$ cat src/rtl/uart_pkg.sv
// Shared UART definitions: transmitter FSM encoding, parity modes and
// per-frame configuration latched at load.
package uart_pkg;

   localparam int CLKS_PER_BIT_9600_50M = 5208;

   localparam logic [1:0] PAR_NONE = 2'b00;
   localparam logic [1:0] PAR_EVEN = 2'b01;
   localparam logic [1:0] PAR_ODD  = 2'b10;

   typedef enum logic [2:0] {
      ST_IDLE,
      ST_START,
      ST_DATA,
      ST_PARITY,
      ST_STOP
   } tx_state_e;

   // Parity is resolved to a single bit at load so mid-frame mode changes are inert.
   typedef struct packed {
      logic par_en;
      logic par_bit;
      logic two_stop;
   } frame_cfg_t;

endpackage

$ cat src/rtl/uart_baud_gen.sv
// Bit-period timer: free-runs modulo CLK_DIV, pulses bit_end on the last
// cycle of each period, and restarts from zero on request.
module uart_baud_gen #(
   parameter int CLK_DIV = 5208
) (
   input  logic clk,
   input  logic reset_n,
   input  logic restart,
   output logic bit_end
);
   localparam int CW = $clog2(CLK_DIV);
   localparam logic [CW-1:0] LAST = CW'(CLK_DIV - 1);

   logic [CW-1:0] cnt_q, cnt_d;

   always_comb begin
      cnt_d = cnt_q + 1'b1;
      if (restart || (cnt_q == LAST)) cnt_d = '0;
   end

   always_ff @(posedge clk) begin
      if (!reset_n) cnt_q <= '0;
      else          cnt_q <= cnt_d;
   end

   assign bit_end = (cnt_q == LAST);

endmodule

$ cat src/rtl/uart_tx_frame.sv
// UART transmitter draining a first-word-fall-through FIFO; frames run
// back-to-back with no idle bit when the FIFO stays non-empty.
module uart_tx_frame
   import uart_pkg::*;
#(
   parameter int DATA_WIDTH = 8,
   parameter int CLK_DIV    = CLKS_PER_BIT_9600_50M
) (
   input  logic                  clk,
   input  logic                  reset_n,
   input  logic [DATA_WIDTH-1:0] data,
   input  logic                  tx_fifo_empty,
   input  logic                  tx_enable,
   input  logic [1:0]            parity_mode,
   input  logic                  two_stop,
   output logic                  tx_rd_en,
   output logic                  txd,
   output logic                  busy,
   output logic                  frame_done
);
   localparam int BCW = $clog2(DATA_WIDTH);
   localparam logic [BCW-1:0] LAST_BIT = BCW'(DATA_WIDTH - 1);

   tx_state_e             state_q, state_d;
   logic [BCW-1:0]        bit_cnt_q, bit_cnt_d;
   logic [DATA_WIDTH-1:0] shift_q, shift_d;
   frame_cfg_t            cfg_q, cfg_d;
   logic                  txd_q, txd_d;
   logic                  busy_q, busy_d;
   logic                  rd_en_q, rd_en_d;
   logic                  done_q, done_d;
   logic                  bit_end, frame_end, load, baud_restart;

   // bit_cnt doubles as the stop-bit index in STOP.
   assign frame_end    = (state_q == ST_STOP) && bit_end && (bit_cnt_q == BCW'(cfg_q.two_stop));
   assign load         = tx_enable && !tx_fifo_empty && ((state_q == ST_IDLE) || frame_end);
   assign baud_restart = load || (state_q == ST_IDLE);

   uart_baud_gen #(.CLK_DIV(CLK_DIV)) u_baud (
      .clk     (clk),
      .reset_n (reset_n),
      .restart (baud_restart),
      .bit_end (bit_end)
   );

   always_comb begin
      state_d   = state_q;
      bit_cnt_d = bit_cnt_q;
      shift_d   = shift_q;
      cfg_d     = cfg_q;
      unique case (state_q)
         ST_START:  if (bit_end) begin
                       state_d   = ST_DATA;
                       bit_cnt_d = '0;
                    end
         ST_DATA:   if (bit_end) begin
                       if (bit_cnt_q == LAST_BIT) begin
                          bit_cnt_d = '0;
                          state_d   = cfg_q.par_en ? ST_PARITY : ST_STOP;
                       end else begin
                          bit_cnt_d = bit_cnt_q + 1'b1;
                          shift_d   = shift_q >> 1;
                       end
                    end
         ST_PARITY: if (bit_end) state_d = ST_STOP;
         ST_STOP:   if (frame_end)    state_d   = ST_IDLE;
                    else if (bit_end) bit_cnt_d = bit_cnt_q + 1'b1;
         default:   state_d = state_q;
      endcase
      if (load) begin
         state_d        = ST_START;
         bit_cnt_d      = '0;
         shift_d        = data;
         cfg_d.par_en   = (parity_mode == PAR_EVEN) || (parity_mode == PAR_ODD);
         cfg_d.par_bit  = (^data) ^ (parity_mode == PAR_ODD);
         cfg_d.two_stop = two_stop;
      end

      rd_en_d = load;
      done_d  = frame_end;
      busy_d  = (state_d != ST_IDLE);
      unique case (state_d)
         ST_START:  txd_d = 1'b0;
         ST_DATA:   txd_d = shift_d[0];
         ST_PARITY: txd_d = cfg_q.par_bit;
         default:   txd_d = 1'b1;
      endcase
   end

   always_ff @(posedge clk) begin
      if (!reset_n) begin
         state_q   <= ST_IDLE;
         bit_cnt_q <= '0;
         shift_q   <= '0;
         cfg_q     <= '0;
         txd_q     <= 1'b1;
         busy_q    <= 1'b0;
         rd_en_q   <= 1'b0;
         done_q    <= 1'b0;
      end else begin
         state_q   <= state_d;
         bit_cnt_q <= bit_cnt_d;
         shift_q   <= shift_d;
         cfg_q     <= cfg_d;
         txd_q     <= txd_d;
         busy_q    <= busy_d;
         rd_en_q   <= rd_en_d;
         done_q    <= done_d;
      end
   end

   assign tx_rd_en   = rd_en_q;
   assign txd        = txd_q;
   assign busy       = busy_q;
   assign frame_done = done_q;

endmodule

$ cat config.mk
export PLATFORM = sky130hd
export DESIGN_NAME = uart_tx_frame
export DESIGN_NICKNAME = d
export VERILOG_FILES = /design/src/rtl/uart_pkg.sv /design/src/rtl/uart_baud_gen.sv /design/src/rtl/uart_tx_frame.sv
export SDC_FILE = /design/constraint.sdc
export NUM_CORES = 1
export LEC_CHECK = 0
export BUFFER_PORTS_ARGS = -buffer_cell sky130_fd_sc_hd__buf_2
export CORE_ASPECT_RATIO = 1.5
export CORE_UTILIZATION = 45
export DETAILED_ROUTE_END_ITERATION = 6
export PLACE_DENSITY_LB_ADDON = 0.25
export REMOVE_ABC_BUFFERS = 1
export SLEW_MARGIN = 40
export SYNTH_ARGS = -nofsm -noshare
export SYNTH_HDL_FRONTEND = slang
export SYNTH_SLANG_ARGS = --single-unit
export TNS_END_PERCENT = 10
$ cat constraint.sdc
create_clock -name clk -period 2.8 [get_ports clk]
set_clock_uncertainty 0.15 [all_clocks]
set_input_delay 0.14 -clock clk [delete_from_list [all_inputs] [get_ports clk]]
set_output_delay 0.14 -clock clk [all_outputs]
set_load 0.1 [all_outputs]
==> results.cfg <==
[floorplan]
die_x_um = 51.7
dieArea_um2 = 3960
pin_count = 19
rows = 26
core_area_um2 = 3480
fp.dieH_um = 76.5
start_util_pct = 47.9

[pwr]
p_int_uw = 793
power.switching_uw = 249
pwr-share-clk_pct = 40.2
power_frac_seq_pct = 49.0
pwr_density_cell_nw_per_um2 = 532
vdd_drop_max_mv = 0.401
p_leak_uw = 0.000764
p_comb_share_pct = 10.8
switching_share_pct = 23.9

[synth]
syn_inst = 180
netlist_area_um2 = 1670
synthTopCellsByArea = dfxtp_1 41%, nor2_1 6.5%, xnor2_1 6.3%
async_reset_ff_share_pct = 0
synth_common_cells = 34 x dfxtp_1, 29 x nor2_1, 12 x xnor2_1
ys_seq_elements = 34
synth_warnings = 0
ys.flop_type = dfxtp_1
syn_area_per_cell_um2 = 9.26
synth-edff-count = 0
synth_most_common_cell = dfxtp_1
yosysSeqAreaShare_pct = 40.8
synth.distinct_cells = 39
synth_top_area_cell = dfxtp_1
synth_top_area_share_pct = 40.8

[flow_run]
maxCapViolations = 0

[sta]
hold_viol_final = 0
worst_pin_slew_ns = 0.632
period_share_pct = 83.0
slew-limit-headroom_pct = 57.3
drv_slew = 0
finalSetupTns_ns = 0
rsz0062_at_grt = no
setup_viol = 0
period_needed_ns = 2.32
fmaxAchievable_mhz = 430

[finish]
fin_cells = 248
num_antenna_cells = 0
finalCoreUtilization_pct = 56.2
fin_nets = 224
syn_to_final_growth_pct = 17.4
final_cell_area_um2 = 1960
drive_above_1_share_pct = 18.0

[setup_path]
crit_required_ns = 2.80
path_class = flip-flop to flip-flop
r2r_start = u_baud.cnt_q[0]
ff2ff_setup_slack_ns = 0.48
end_kind = flip-flop
critPathArrivalTime_ns = 2.33
r2r_end = shift_q[1]
r2r_cells = 7
start_kind = flip-flop
cp_max_fo = 9

[placement]
placed_cell_area_um2 = 1800
place_hpwl_um = 2500
port_buffers = 18
place_congestion = 0.814
dp_cells = 235

[drt]
vias = 1379
vias_per_cell = 5.56
wl_per_cell_um = 13.7
routed_wl_um = 3390
first_pass_iters = 4
drt_iter0_drc = 45
ant_nets = 0
drcViolationCount = 0

[min_path]
hold_path_class = input port to flip-flop
hold_end = shift_q[3]
hold_depth = 3
hp-start = data[3]

[global_routing]
grt_max_degree = 23
grt_pass1_vias = 1368
overflow = 0
gr-usage-all-layers_pct = 19.2
antenna_found_initial = 0
grt_pass1_wl_um = 5800

[clocking]
cts_buffers = 5
postCtsSetupRepairBufs = 0
tritoncts = yes
clkSinkCount = 34
htreeDepth = 2
cts.clk_slew.worst_paths_ns = 0.07
cts_resized = 0
hold_buffers = 5
insertion_delay_ns = 0.29
root_buffer = clkbuf_8
cts_max_path_buffers = 2

[run_status]
status = finished, final reports clean
## stage by stage
step / hold slack (ns) / total power (µW) / setup slack (ns)
2_1_floorplan: 0.112 / 595 / 0.0927
4_1_cts: 0.00156 / 1050 / 0.453
5_1_grt: 0.0155 / 1080 / 0.297
3_5_place_dp: 0.247 / 630 / 0.473
6_report: 0.00336 / 1040 / 0.477
3_3_place_gp: 0.223 / 625 / 0.542
## cells by family after synthesis
| family | after synthesis | share of synthesized area [%] |
|---|---|---|
| xor+xnor | 22 | 11.6 |
| mux | 9 | 5.41 |
| buf+inv | 13 | 3.00 |
| flops | 34 | 40.8 |
| compound gates | 26 | 10.3 |
| simple gates | 72 | 25.9 |
| fa+ha+maj | 4 | 3.00 |
## critical path, cell delays in order (launching register included)
cell      delay (ns)
dfxtp_1         0.35
ha_1            0.24
and3_1          0.24
nand4_4         0.18
nor4_4          0.49
buf_4           0.23
mux2i_1         0.22
a211oi_1        0.10
## area by class of cell
class	count	area [µm²]
Timing Repair Buffer	25	155
Tap cell	42	52.6
Multi-Input combinational cell	133	936
Fill cell	336	1520
Clock buffer	8	110
Inverter	6	22.5
Sequential cell	34	681
## power by group through the flow
stage | combinational, µW | clock, µW | sequential [µW]
after floorplan | 58.3 | 0 | 537
after global placement | 105 | 0 | 520
after detailed placement | 109 | 0 | 521
after CTS | 115 | 429 | 510
after global routing | 123 | 446 | 512
final | 113 | 418 | 510
## flip-flops by register name, indices dropped and copies added (netlist names)
register      flops
bit_cnt_q         3
busy              1
u_baud.cnt_q     13
cfg_q             3
txd               1
tx_rd_en          1
frame_done        1
shift_q           8
state_q           3
## layer usage
layer  part of all wire (%)  track usage [%]
met5                      0                0
met1                     40             20.2
met3                    4.2             5.19
met4                    2.4             10.5
met2                     54             33.2
## cell usage in the layout, fill, tap and decap left out, types with 2 or more instances in the layout
cell | synthesis | final
and2_1 | 2 | 2
xor2_1 | 10 | 10
o21ai_0 | 3 | 3
inv_1 | 6 | 6
and3_2 | 2 | 2
xnor2_1 | 12 | 12
and3_1 | 5 | 5
a211oi_1 | 7 | 7
buf_4 | 0 | 2
nand4_1 | 2 | 2
ha_1 | 4 | 4
nor2b_1 | 3 | 3
buf_2 | 0 | 18
o31ai_1 | 3 | 3
nand2_1 | 6 | 6
dfxtp_1 | 34 | 34
nor2_1 | 29 | 29
a21oi_1 | 9 | 9
clkbuf_8 | 0 | 8
nand3_1 | 8 | 8
mux2i_1 | 9 | 9
dlygate4sd3_1 | 0 | 5
## worst max path at each step
stage	to	from	depth (start not counted)	slack, ns
2_1_floorplan	txd	u_baud.cnt_q[0]	7	0.09
3_3_place_gp	shift_q[2]	u_baud.cnt_q[0]	7	0.54
3_5_place_dp	shift_q[1]	u_baud.cnt_q[0]	7	0.47
4_1_cts	shift_q[1]	u_baud.cnt_q[0]	7	0.45
5_1_grt	shift_q[1]	u_baud.cnt_q[0]	7	0.30
6_report	shift_q[1]	u_baud.cnt_q[0]	7	0.48
Note: power is estimated with default switching activity, not from simulation.
